$ cat src/rtl/tt_mux_pkg.sv
`default_nettype none
// +------------------------------------------------------------------+
// | tt_mux_pkg : select-word field map, FSM state type, index width  |
// | Rev 1.0                                                          |
// +------------------------------------------------------------------+
package tt_mux_pkg;

  localparam int SEL_ROW_HI = 9;
  localparam int SEL_ROW_LO = 6;
  localparam int SEL_LSB    = 5;
  localparam int SEL_BANK   = 4;
  localparam int SEL_COL_HI = 3;
  localparam int SEL_COL_LO = 0;

  typedef enum logic [1:0] {
    ST_IDLE  = 2'd0,
    ST_BREAK = 2'd1,
    ST_GUARD = 2'd2,
    ST_MAKE  = 2'd3
  } mux_state_t;

  function automatic int idx_width(input int n);
    return (n <= 2) ? 1 : $clog2(n);
  endfunction

endpackage
`default_nettype wire

$ cat src/rtl/tt_mux_ow_pipe.sv
`default_nettype none
// +------------------------------------------------------------------+
// | tt_mux_ow_pipe : DEPTH-stage data+valid register chain           |
// | Rev 1.0                                                          |
// +------------------------------------------------------------------+
module tt_mux_ow_pipe #(
  parameter int W     = 24,
  parameter int DEPTH = 1
) (
  input  logic         clk,
  input  logic         rst_n,
  input  logic [W-1:0] in_data,
  input  logic         in_vld,
  output logic [W-1:0] out_data,
  output logic         out_vld
);

  generate
    if (DEPTH == 0) begin : g_comb
      assign out_data = in_data;
      assign out_vld  = in_vld;
    end else begin : g_regs
      logic [W:0] stage [DEPTH];

      always_ff @(posedge clk or negedge rst_n) begin
        if (!rst_n) begin
          for (int s = 0; s < DEPTH; s++) stage[s] <= '0;
        end else begin
          stage[0] <= {in_vld, in_data};
          for (int s = 1; s < DEPTH; s++) stage[s] <= stage[s-1];
        end
      end

      assign {out_vld, out_data} = stage[DEPTH-1];
    end
  endgenerate

endmodule
`default_nettype wire

$ cat src/rtl/tt_mux_sync.sv
`default_nettype none
// +------------------------------------------------------------------+
// | tt_mux_sync : clocked row mux, strobe-latched break-before-make  |
// | Rev 1.0                                                          |
// +------------------------------------------------------------------+
module tt_mux_sync
  import tt_mux_pkg::*;
#(
  parameter int N_UM      = 8,
  parameter int N_IO      = 8,
  parameter int N_O       = 8,
  parameter int N_I       = 10,
  parameter int GUARD_CYC = 2,
  parameter int OW_PIPE   = 1,
  parameter int U_OW      = N_O + 2 * N_IO,
  parameter int U_IW      = N_I + N_IO
) (
  input  logic                 clk,
  input  logic                 rst_n,
  input  logic [4:0]           addr,
  input  logic [9:0]           spine_sel,
  input  logic                 spine_sel_stb,
  input  logic                 spine_ena,
  input  logic [U_IW-1:0]      spine_usr_iw,
  output logic [U_OW-1:0]      spine_usr_ow,
  output logic                 spine_ow_vld,
  output logic                 busy,
  input  logic [U_OW*N_UM-1:0] um_ow,
  output logic [U_IW*N_UM-1:0] um_iw,
  output logic [N_UM-1:0]      um_ena
);

  localparam int         IDX_W   = idx_width(N_UM);
  localparam logic [5:0] N_UM_L  = 6'(N_UM);
  localparam logic [3:0] GUARD_L = 4'(GUARD_CYC);

  mux_state_t       state, state_nxt;
  logic [9:0]       pend_sel;
  logic             redo;
  logic [3:0]       guard_cnt;
  logic             cur_vld;
  logic [IDX_W-1:0] cur_idx;
  logic             active;
  logic             row_hit;
  logic [4:0]       dec_idx;
  logic             dec_vld;
  logic [U_OW-1:0]  ow_sel;

  assign row_hit = (pend_sel[SEL_ROW_HI:SEL_ROW_LO] == addr[4:1]) &&
                   (pend_sel[SEL_BANK] == addr[0]);
  assign dec_idx = {pend_sel[SEL_COL_HI:SEL_COL_LO], pend_sel[SEL_LSB]};
  assign dec_vld = row_hit && ({1'b0, dec_idx} < N_UM_L);

  always_ff @(posedge clk or negedge rst_n) begin
    if (!rst_n) state <= ST_IDLE;
    else        state <= state_nxt;
  end

  // A strobe landing in MAKE restarts directly, same as a latched redo.
  always_comb begin
    state_nxt = state;
    case (state)
      ST_IDLE:  if (spine_sel_stb) state_nxt = ST_BREAK;
      ST_BREAK: state_nxt = (GUARD_CYC == 0) ? ST_MAKE : ST_GUARD;
      ST_GUARD: if (guard_cnt == GUARD_L) state_nxt = ST_MAKE;
      ST_MAKE:  state_nxt = (redo || spine_sel_stb) ? ST_BREAK : ST_IDLE;
      default:  state_nxt = ST_IDLE;
    endcase
  end

  always_comb begin
    busy   = (state != ST_IDLE);
    active = cur_vld && (state == ST_IDLE);
  end

  always_ff @(posedge clk or negedge rst_n) begin
    if (!rst_n) begin
      pend_sel  <= '0;
      redo      <= 1'b0;
      guard_cnt <= '0;
      cur_vld   <= 1'b0;
      cur_idx   <= '0;
    end else begin
      if (spine_sel_stb) pend_sel <= spine_sel;
      redo <= ((state == ST_BREAK) || (state == ST_GUARD)) ? (redo | spine_sel_stb) : 1'b0;
      if (state == ST_BREAK) begin
        cur_vld   <= 1'b0;
        guard_cnt <= '0;
      end
      if (state == ST_GUARD) guard_cnt <= guard_cnt + 4'd1;
      if (state == ST_MAKE) begin
        cur_vld <= dec_vld;
        cur_idx <= dec_idx[IDX_W-1:0];
      end
    end
  end

  always_comb begin
    ow_sel = '0;
    for (int i = 0; i < N_UM; i++) begin
      if (active && (cur_idx == IDX_W'(i))) ow_sel = um_ow[U_OW*i +: U_OW];
    end
  end

  generate
    for (genvar g = 0; g < N_UM; g++) begin : g_um
      logic hit;
      assign hit                   = active && (cur_idx == IDX_W'(g));
      assign um_iw[U_IW*g +: U_IW] = hit ? spine_usr_iw : '0;
      assign um_ena[g]             = hit && spine_ena;
    end
  endgenerate

  tt_mux_ow_pipe #(
    .W     (U_OW),
    .DEPTH (OW_PIPE)
  ) u_ow_pipe (
    .clk      (clk),
    .rst_n    (rst_n),
    .in_data  (ow_sel),
    .in_vld   (active),
    .out_data (spine_usr_ow),
    .out_vld  (spine_ow_vld)
  );

endmodule
`default_nettype wire

$ cat config.mk
export PLATFORM = sky130hd
export DESIGN_NAME = tt_mux_sync
export DESIGN_NICKNAME = d
export VERILOG_FILES = /design/src/rtl/tt_mux_pkg.sv /design/src/rtl/tt_mux_ow_pipe.sv /design/src/rtl/tt_mux_sync.sv
export SDC_FILE = /design/constraint.sdc
export NUM_CORES = 1
export LEC_CHECK = 0
export BUFFER_PORTS_ARGS = -buffer_cell sky130_fd_sc_hd__buf_2
export CORE_AREA = 10 10 148 150
export CTS_CLUSTER_DIAMETER = 80
export DETAILED_ROUTE_END_ITERATION = 10
export DIE_AREA = 0 0 158 160
export SLEW_MARGIN = 5
export SYNTH_ARGS = -nofsm -noshare
export SYNTH_HDL_FRONTEND = slang
export SYNTH_SLANG_ARGS = --single-unit
$ cat constraint.sdc
create_clock -name clk -period 2.7 [get_ports clk]
set_input_delay 0.27 -clock clk [delete_from_list [all_inputs] [get_ports clk]]
set_output_delay 0.27 -clock clk [all_outputs]
set_load 0.05 [all_outputs]
==> results of run 1 <==
worst max-delay path by stage:
stage	from	endpoint	slack [ns]	depth (start not counted)
finish	state[0]$_DFFE_PN0P_	um_iw[40]	0.16	7
global route	state[0]$_DFFE_PN0P_	um_iw[46]	0.006	7
CTS	state[0]$_DFFE_PN0P_	um_iw[68]	0.02	6
detailed placement	state[0]$_DFFE_PN0P_	um_iw[68]	0.35	6
global placement	state[0]$_DFFE_PN0P_	um_iw[65]	0.43	6
floorplan	state[0]$_DFFE_PN0P_	um_iw[25]	0.58	7
final cells by class:
cell class / count / share of cell area
diodes: 1 / 0.000361
clock buffers: 6 / 0.0186
clock inverters: 2 / 0.00198
inverters: 10 / 0.00541
multi-input cells: 420 / 0.434
flip-flops and latches: 46 / 0.166
well taps: 238 / 0.0429
repair buffers: 431 / 0.331
state kept, by name, summed over array words and instances (netlist names):
signal	count
cur_vld	1
guard_cnt	4
state	2
redo	1
pend_sel	10
u_ow_pipe.g_regs.stage	25
cur_idx	3
stage by stage:
step	setup WS (ns)	total power, mW
after floorplan	0.580	2.36
after global placement	0.433	3.01
after detailed placement	0.346	3.02
after CTS	0.0179	3.67
after global routing	0.00647	3.92
final	0.163	3.65
timing repair:
item	CTS	global route
gates resized for setup	0	3
hold endpoints to repair	21	0
hold buffers	1	0
setup endpoints to repair	0	38
power groups by stage:
stage,registers (mW),logic (mW),clock network (mW)
after floorplan,0.830,1.53,0
after global placement,0.902,2.11,0
after global routing,0.909,2.34,0.668
after CTS,0.893,2.12,0.653
after detailed placement,0.906,2.12,0
final,0.893,2.13,0.625
cells in the final DEF, fill, tap and decap left out, types with 12 or more instances in the layout:
cell type  count
mux2i_1       14
o22ai_1       12
nor3_1        12
and2_1        77
dfrtp_1       44
o21ai_0       19
nand2_1       14
a21oi_1       19
buf_4         20
mux2_2        14
and3_1        76
a31oi_1       14
buf_2        404
a22oi_1       32
routing by layer:
layer	vias up	GRT usage
li1	2714	-
met1	2684	0.206
met2	282	0.335
met3	28	0.0470
met4	0	0.0531
met5	-	0
worst register-to-register path: cells and delay by family, from the launching register on:
kind            cells  cell delay (ns)
compound gates      2             0.32
flops               1             0.42
fa+ha+maj           1             0.28
simple gates        2             0.61
buf+inv             2             0.41
logic make-up (layout without fill, tap and decap cells):
logic type | count (synthesis) | in the layout | share of synthesized area
compound gates | 145 | 145 | 0.226
other cells | 0 | 1 | 0
flops | 46 | 46 | 0.257
buf+inv | 63 | 449 | 0.0760
mux | 38 | 38 | 0.102
simple gates | 224 | 225 | 0.310
xor+xnor | 5 | 5 | 0.00978
fa+ha+maj | 7 | 7 | 0.0196
==> flow_summary.json, run 1 <==
{
  "utilization": 0.364,
  "arrival_ns": 2.27,
  "final_nets": 1150,
  "synth_cells": 528,
  "met2_length_mm": 13.0,
  "worstPathRequired_ns": 2.43,
  "hp-class": "in -> reg",
  "gp_congestion": 0.909,
  "power_frac_seq": 0.245,
  "clock_sinks": 46,
  "seq_area_um2": 1150,
  "setup_viol": 0,
  "path_buf_inv": 3,
  "synth.distinct_cells": 56,
  "worstMarginPinSlew_ns": 0.626,
  "ys_warn_count": 0,
  "ir_worst_vdd_mv": 0.300,
  "fillers": 2012,
  "grt_usage": 0.185,
  "cpLargestDelayFamily": "simple AND/OR/NAND/NOR gates",
  "synth_fp_nets": 764,
  "p_int_mw": 1.96,
  "drv_slew": 0,
  "power-per-cell-area_nw_per_um2": 526,
  "drive_gt1_frac": 0.529,
  "synth_seq_cells": 46,
  "period_share": 0.940,
  "period_needed_ns": 2.54,
  "wl_met1_mm": 9.58,
  "switching_share": 0.464,
  "p_leak_nw": 4.12,
  "clk_latency_ns": 0.29,
  "multi_input_area_um2": 3010,
  "antenna_found_initial": 1,
  "switching_power_mw": 1.69,
  "fin_setup_tns_ns": 0,
  "dp.cells": 1143,
  "io_buffers": 406,
  "synthTopCellsByArea": "dfrtp_1, and2_1, and3_1",
  "numCtsBuffers": 5,
  "final_cell_area_um2": 6940,
  "path_clk_slew_ns": 0.07,
  "status": "finished clean",
  "grt_max_degree": 79,
  "r2r-start": "state[0]$_DFFE_PN0P_",
  "regToRegSetupSlack_ns": 0.56,
  "htreeDepth": 2,
  "cp_max_fo": 19,
  "crit_slowest_cell": "dfrtp_1",
  "drtPass1Iterations": 5,
  "clockRootBuffer": "clkbuf_16",
  "gr-total-overflow": 0,
  "drc": 0,
  "crit_type": "reg -> out",
  "top_layer": "met4",
  "syn_avg_cell_area_um2": 8.48,
  "finalNonFillerCells": 1154,
  "reg2regPathDepth": 7,
  "r2r_end": "u_ow_pipe.g_regs.stage[13]$_DFF_PN0_",
  "viasPerCell": 4.95,
  "syn_to_final_growth_pct": 54.9,
  "skew_ns": 0.00425,
  "dieArea_um2": 25300,
  "synth_area_um2": 4480,
  "power_frac_clock": 0.171,
  "finalHoldViolations": 0,
  "synth_ff_type": "dfrtp_1",
  "grt_pass1_vias": 6151,
  "die_y_um": 160,
  "comb_power_share": 0.584,
  "wl_per_cell_um": 22.0,
  "synth.top_cell.area_share": 0.257,
  "grt_pass1_wl_mm": 36.4,
  "drt-total-wl_mm": 25.4,
  "place.detailed.hpwl_mm": 20.6,
  "wl_met3_mm": 2.28,
  "fmax_ghz": 0.394,
  "placed_cell_area_um2": 6770,
  "holdPathStages": 3,
  "std_cell_rows": 51,
  "synth_top_cell_by_area": "dfrtp_1",
  "ios": 407,
  "cp_cell_sequence": "inv_1 > ha_2 > nand3b_4 > nor2_1 > buf_12 > and2_1 > buf_2",
  "synth-async-reset-ratio": 1.00,
  "ant_nets": 0,
  "seq_area_frac_synth": 0.257,
  "post-cts-setup-buffers": 0,
  "whs_endpoint": "u_ow_pipe.g_regs.stage[23]$_DFF_PN0_",
  "cp-end-kind": "output pin",
  "die_x_um": 158,
  "rsz0062_at_grt": "false",
  "max_stage_delay_ns": 0.42,
  "cts_tree": "built",
  "cp-start-kind": "register",
  "max_cap_violations": 0,
  "coreArea_um2": 19100,
  "vias": 5708,
  "cts_max_path_buffers": 2,
  "first_iter_violations": 379,
  "start_util": 0.235,
  "maxSlewHeadroom": 0.583,
  "finalHoldWorstSlack_ns": 0.205,
  "min-delay-start": "um_ow[167]",
  "synth_common_cells": "and2_1, and3_1, dfrtp_1, a22oi_1, clkbuf_1",
  "synth_edf_count": 0
}
Power figures use the tool's default switching activity.
==> run 2, diff against run 1 <==
--- a/config.mk
+++ b/config.mk
@@ -6,10 +6,10 @@
 export NUM_CORES = 1
 export LEC_CHECK = 0
 export BUFFER_PORTS_ARGS = -buffer_cell sky130_fd_sc_hd__buf_2
-export CORE_AREA = 10 10 148 150
+export CORE_AREA = 10 10 149 151
 export CTS_CLUSTER_DIAMETER = 80
 export DETAILED_ROUTE_END_ITERATION = 10
-export DIE_AREA = 0 0 158 160
+export DIE_AREA = 0 0 159 161
 export SLEW_MARGIN = 5
 export SYNTH_ARGS = -nofsm -noshare
 export SYNTH_HDL_FRONTEND = slang
==> constraint.sdc (replaced) <==
create_clock -name clk -period 2.9 [get_ports clk]
set_input_delay 0.29 -clock clk [delete_from_list [all_inputs] [get_ports clk]]
set_output_delay 0.29 -clock clk [all_outputs]
set_load 0.05 [all_outputs]
==> flow_summary.json, run 2 (synthesis gave the netlist of run 1 again) <==
{
  "status": "finished clean",
  "p_leak_nw": 4.10,
  "drive_gt1_frac": 0.527,
  "drt-total-wl_mm": 25.9,
  "cts_tree": "built",
  "cp-start-kind": "register",
  "period_share": 0.914,
  "cp_cell_sequence": "inv_1 > ha_2 > nand3b_4 > nor2_1 > buf_4 > and2_1 > buf_2",
  "layout_commonest_cell": "buf_2",
  "rsz0062_at_grt": "false",
  "grt_usage": 0.187,
  "drtPass1Iterations": 5,
  "crit_type": "reg -> out",
  "period_needed_ns": 2.65,
  "reg2regPathDepth": 7,
  "cts_max_path_buffers": 2,
  "fin_setup_tns_ns": 0,
  "cts_resized": 0,
  "gr-total-overflow": 0,
  "largest_reg_flops": 25,
  "ant_nets": 0,
  "antenna_found_initial": 0,
  "multi_input_area_um2": 3010,
  "fmax_ghz": 0.377,
  "ios": 407,
  "crit_cells": 7,
  "path_clk_slew_ns": 0.07,
  "finalHoldViolations": 0,
  "die_y_um": 161,
  "regMostFlops": "u_ow_pipe.g_regs.stage",
  "power.total_mw": 3.47,
  "grt_max_degree": 79,
  "hold_buffers": 0,
  "clockRootBuffer": "clkbuf_16",
  "power-per-cell-area_nw_per_um2": 499,
  "coreArea_um2": 19200,
  "reg.largest.list": "u_ow_pipe.g_regs.stage x25, pend_sel x10, guard_cnt x4",
  "finalWorstSetupSlack_ns": 0.248,
  "max_stage_delay_ns": 0.41,
  "insertedDiodeCount": 0,
  "syn_to_final_growth_pct": 55.5,
  "numCtsBuffers": 5,
  "place_ws_ns": 0.413,
  "dieArea_um2": 25600,
  "drv_slew": 0,
  "std_cell_rows": 51,
  "worstMarginPinSlew_ns": 0.685,
  "htreeDepth": 2,
  "arrival_ns": 2.36,
  "setup_viol": 0,
  "first_iter_violations": 444,
  "drc": 0,
  "vias": 5747,
  "maxSlewHeadroom": 0.543,
  "io_buffers": 406,
  "worstPathRequired_ns": 2.61,
  "grt_pass1_vias": 6207,
  "place.detailed.hpwl_mm": 20.9,
  "cpLargestDelayFamily": "simple AND/OR/NAND/NOR gates",
  "ir_worst_vdd_mv": 0.336,
  "post-cts-setup-buffers": 0,
  "seq_area_um2": 1150,
  "max_cap_violations": 0,
  "die_x_um": 159,
  "fillers": 1985,
  "start_util": 0.233,
  "grt_pass1_wl_mm": 38.0,
  "crit_slowest_cell": "dfrtp_1",
  "clock_sinks": 46,
  "path_buf_inv": 3,
  "wl_per_cell_um": 22.1,
  "gp_congestion": 0.898,
  "final_cell_mix": "buf_2, and2_1, and3_1",
  "cp-end-kind": "output pin",
  "clk_latency_ns": 0.29,
  "finalHoldWorstSlack_ns": 0.108,
  "viasPerCell": 4.90,
  "hp-class": "in -> async",
  "cp_max_fo": 19,
  "final_nets": 1144,
  "skew_ns": 0.00533
}
## run 2: per-stage QoR
step | std cells | cell area (µm²) | util
3_3_place_gp | 1165 | 6780 | 0.353
4_1_cts | 1173 | 6950 | 0.362
2_1_floorplan | 528 | 4480 | -
5_1_grt | 1174 | 6960 | 0.363
6_report | 1174 | 6960 | 0.363
3_5_place_dp | 1165 | 6780 | 0.353
## run 2: cell type report
class,count,area share
clock inverter,2,0.00539
multi-input combinational,420,0.432
tap,265,0.0476
clock buffer,6,0.0185
timing repair buffer,425,0.325
inverter,10,0.00539
sequential,46,0.166
## run 2: worst paths after layout
path                                      startpoint                                   to  slack (ns)
worst min register to register        redo$_DFF_PN0_                       redo$_DFF_PN0_        0.49
worst min-delay path                           rst_n              pend_sel[8]$_DFFE_PN0P_        0.11
worst max register to register  state[0]$_DFFE_PN0P_  u_ow_pipe.g_regs.stage[1]$_DFF_PN0_        0.69
worst max-delay path            state[0]$_DFFE_PN0P_                            um_iw[53]        0.25
min in group clk                          um_ow[102]  u_ow_pipe.g_regs.stage[6]$_DFF_PN0_        0.22
max in group asynchronous                      rst_n               cur_idx[1]$_DFFE_PN0P_        2.31
## run 2: where the power goes
part           leakage [nW]  internal (mW)  total [mW]  switching (mW)
combinational          3.42          0.772        2.02            1.24
sequential            0.605          0.714       0.773          0.0591
clock                0.0771          0.408       0.683           0.275
total                  4.10           1.89        3.47            1.58
## run 2: routing by layer
| metal | GRT usage | up-vias | routed length [µm] |
|---|---|---|---|
| li1 | - | 2701 | - |
| met1 | 0.215 | 2719 | 10300 |
| met2 | 0.338 | 303 | 13200 |
| met3 | 0.0480 | 24 | 2030 |
| met4 | 0.0451 | 0 | 450 |
| met5 | 0 | - | 0 |
==> run 3, diff against run 2 <==
--- a/config.mk
+++ b/config.mk
@@ -10,6 +10,7 @@
 export CTS_CLUSTER_DIAMETER = 80
 export DETAILED_ROUTE_END_ITERATION = 10
 export DIE_AREA = 0 0 159 161
+export RECOVER_POWER = 100
 export SLEW_MARGIN = 5
 export SYNTH_ARGS = -nofsm -noshare
 export SYNTH_HDL_FRONTEND = slang
==> flow_summary.json, run 3 (synthesis gave the netlist of run 1 again) <==
{
  "status": "finished clean",
  "max_cap_violations": 0,
  "post-cts-setup-buffers": 0,
  "gp_congestion": 0.898,
  "switching_power_mw": 1.56,
  "arrival_ns": 2.43,
  "regMostFlops": "u_ow_pipe.g_regs.stage",
  "reg.largest.list": "u_ow_pipe.g_regs.stage x25, pend_sel x10, guard_cnt x4",
  "std_cell_rows": 51,
  "cp_max_fo": 78,
  "start_util": 0.233,
  "gr-total-overflow": 0,
  "grt_pass1_vias": 6207,
  "drive_gt1_frac": 0.493,
  "viasPerCell": 4.90,
  "p_int_mw": 1.89,
  "syn_to_final_growth_pct": 53.2,
  "power-per-cell-area_nw_per_um2": 503,
  "cts_max_path_buffers": 2,
  "finalHoldViolations": 0,
  "finalNonFillerCells": 1174,
  "place_ws_ns": 0.413,
  "cts_tree": "built",
  "grt_usage": 0.187,
  "antenna_found_initial": 0,
  "ant_nets": 0,
  "vias": 5749,
  "comb_power_share": 0.579,
  "maxSlewHeadroom": 0.147,
  "worstMarginPinSlew_ns": 1.28,
  "first_iter_violations": 441,
  "finalWorstSetupSlack_ns": 0.185,
  "drtPass1Iterations": 5,
  "layout_commonest_cell": "buf_2",
  "hp-class": "in -> reg",
  "fillers": 2004,
  "dieArea_um2": 25600,
  "seq_area_um2": 1150,
  "largest_reg_flops": 25,
  "drv_slew": 0,
  "place.detailed.hpwl_mm": 20.9,
  "wl_per_cell_um": 22.1,
  "rsz0062_at_grt": "false",
  "crit_type": "reg -> out",
  "cp-start-kind": "register",
  "ir_worst_vdd_mv": 0.333,
  "path_clk_slew_ns": 0.07,
  "dp.cells": 1165,
  "drt-total-wl_mm": 26.0,
  "htreeDepth": 2,
  "power_frac_seq": 0.224,
  "drc": 0,
  "final_cell_mix": "buf_2, clkbuf_2, and2_1",
  "ios": 407,
  "grt_max_degree": 79,
  "power_frac_clock": 0.197,
  "io_buffers": 406,
  "worstPathRequired_ns": 2.61,
  "period_needed_ns": 2.72,
  "clk_latency_ns": 0.29,
  "clockRootBuffer": "clkbuf_16",
  "multi_input_area_um2": 3000,
  "cp-end-kind": "output pin",
  "p_leak_nw": 3.83,
  "die_x_um": 159,
  "die_y_um": 161,
  "insertedDiodeCount": 0,
  "clock_sinks": 46,
  "grt_pass1_wl_mm": 38.0,
  "fin_setup_tns_ns": 0,
  "numCtsBuffers": 5,
  "skew_ns": 0.00529,
  "coreArea_um2": 19200,
  "setup_viol": 0,
  "period_share": 0.936,
  "switching_share": 0.453,
  "final_nets": 1144,
  "fmax_ghz": 0.368
}
==> run 3: cell count changes in the layout (fill, tap and decap cells not counted), moves of 3 or more <==
cell / before / now
clkbuf_1: 1 / 29
buf_4: 16 / 13
buf_2: 402 / 235
clkbuf_4: 0 / 5
clkbuf_2: 0 / 141
buf_12: 6 / 2
==> run 3: through the flow <==
stage          total power [mW]  hold slack, ns  area, µm²   util
5_1_grt                    3.71           0.217       6860  0.357
6_report                   3.45           0.226       6860  0.357
3_5_place_dp               2.79           0.453       6780  0.353
2_1_floorplan              2.20        -0.00559       4480      -
4_1_cts                    3.49           0.137       6950  0.362
3_3_place_gp               2.78           0.455       6780  0.353
==> run 3: worst paths after layout <==
path | endpoint | depth (start not counted) | from | slack [ns]
worst max-delay path | um_iw[115] | 6 | state[0]$_DFFE_PN0P_ | 0.18
worst min-delay path | u_ow_pipe.g_regs.stage[6]$_DFF_PN0_ | 3 | um_ow[102] | 0.23
worst max register to register | u_ow_pipe.g_regs.stage[1]$_DFF_PN0_ | 7 | state[0]$_DFFE_PN0P_ | 0.43
worst min register to register | redo$_DFF_PN0_ | 1 | redo$_DFF_PN0_ | 0.49
max in group asynchronous | cur_idx[1]$_DFFE_PN0P_ | 2 | rst_n | 1.69
min in group asynchronous | pend_sel[8]$_DFFE_PN0P_ | 2 | rst_n | 0.36
==> run 3: critical path, cell delays in order (launching register included) <==
cell	delay (ns)
dfrtp_1	0.41
inv_1	0.14
ha_2	0.27
and3_2	0.19
clkbuf_4	0.52
and3_1	0.26
clkbuf_2	0.30
==> run 3: power by group through the flow <==
stage,clock [mW],combinational [mW],sequential [mW]
2_1_floorplan,0,1.42,0.773
3_3_place_gp,0,1.99,0.784
3_5_place_dp,0,2.00,0.786
4_1_cts,0.704,2.01,0.775
5_1_grt,0.723,2.21,0.786
6_report,0.679,2.00,0.774
==> run 3: what timing repair did <==
action	CTS	global route
setup endpoints to repair	0	31
hold buffers	0	0
gates resized for setup	0	3
==> run 3: area by class of cell <==
cell class                      instances  share of cell area
Inverter                               10             0.00547
Clock inverter                          2             0.00547
Timing Repair Buffer                  425               0.317
Tap cell                              265              0.0483
Clock buffer                            6              0.0188
Multi-Input combinational cell        420               0.437
Sequential cell                        46               0.168
==> run 3: metal layers <==
| metal | GRT usage | up-vias | part of all wire |
|---|---|---|---|
| li1 | - | 2701 | - |
| met3 | 0.0480 | 25 | 0.076 |
| met2 | 0.338 | 301 | 0.51 |
| met1 | 0.215 | 2722 | 0.40 |
| met4 | 0.0451 | 0 | 0.018 |
| met5 | 0 | - | 0 |
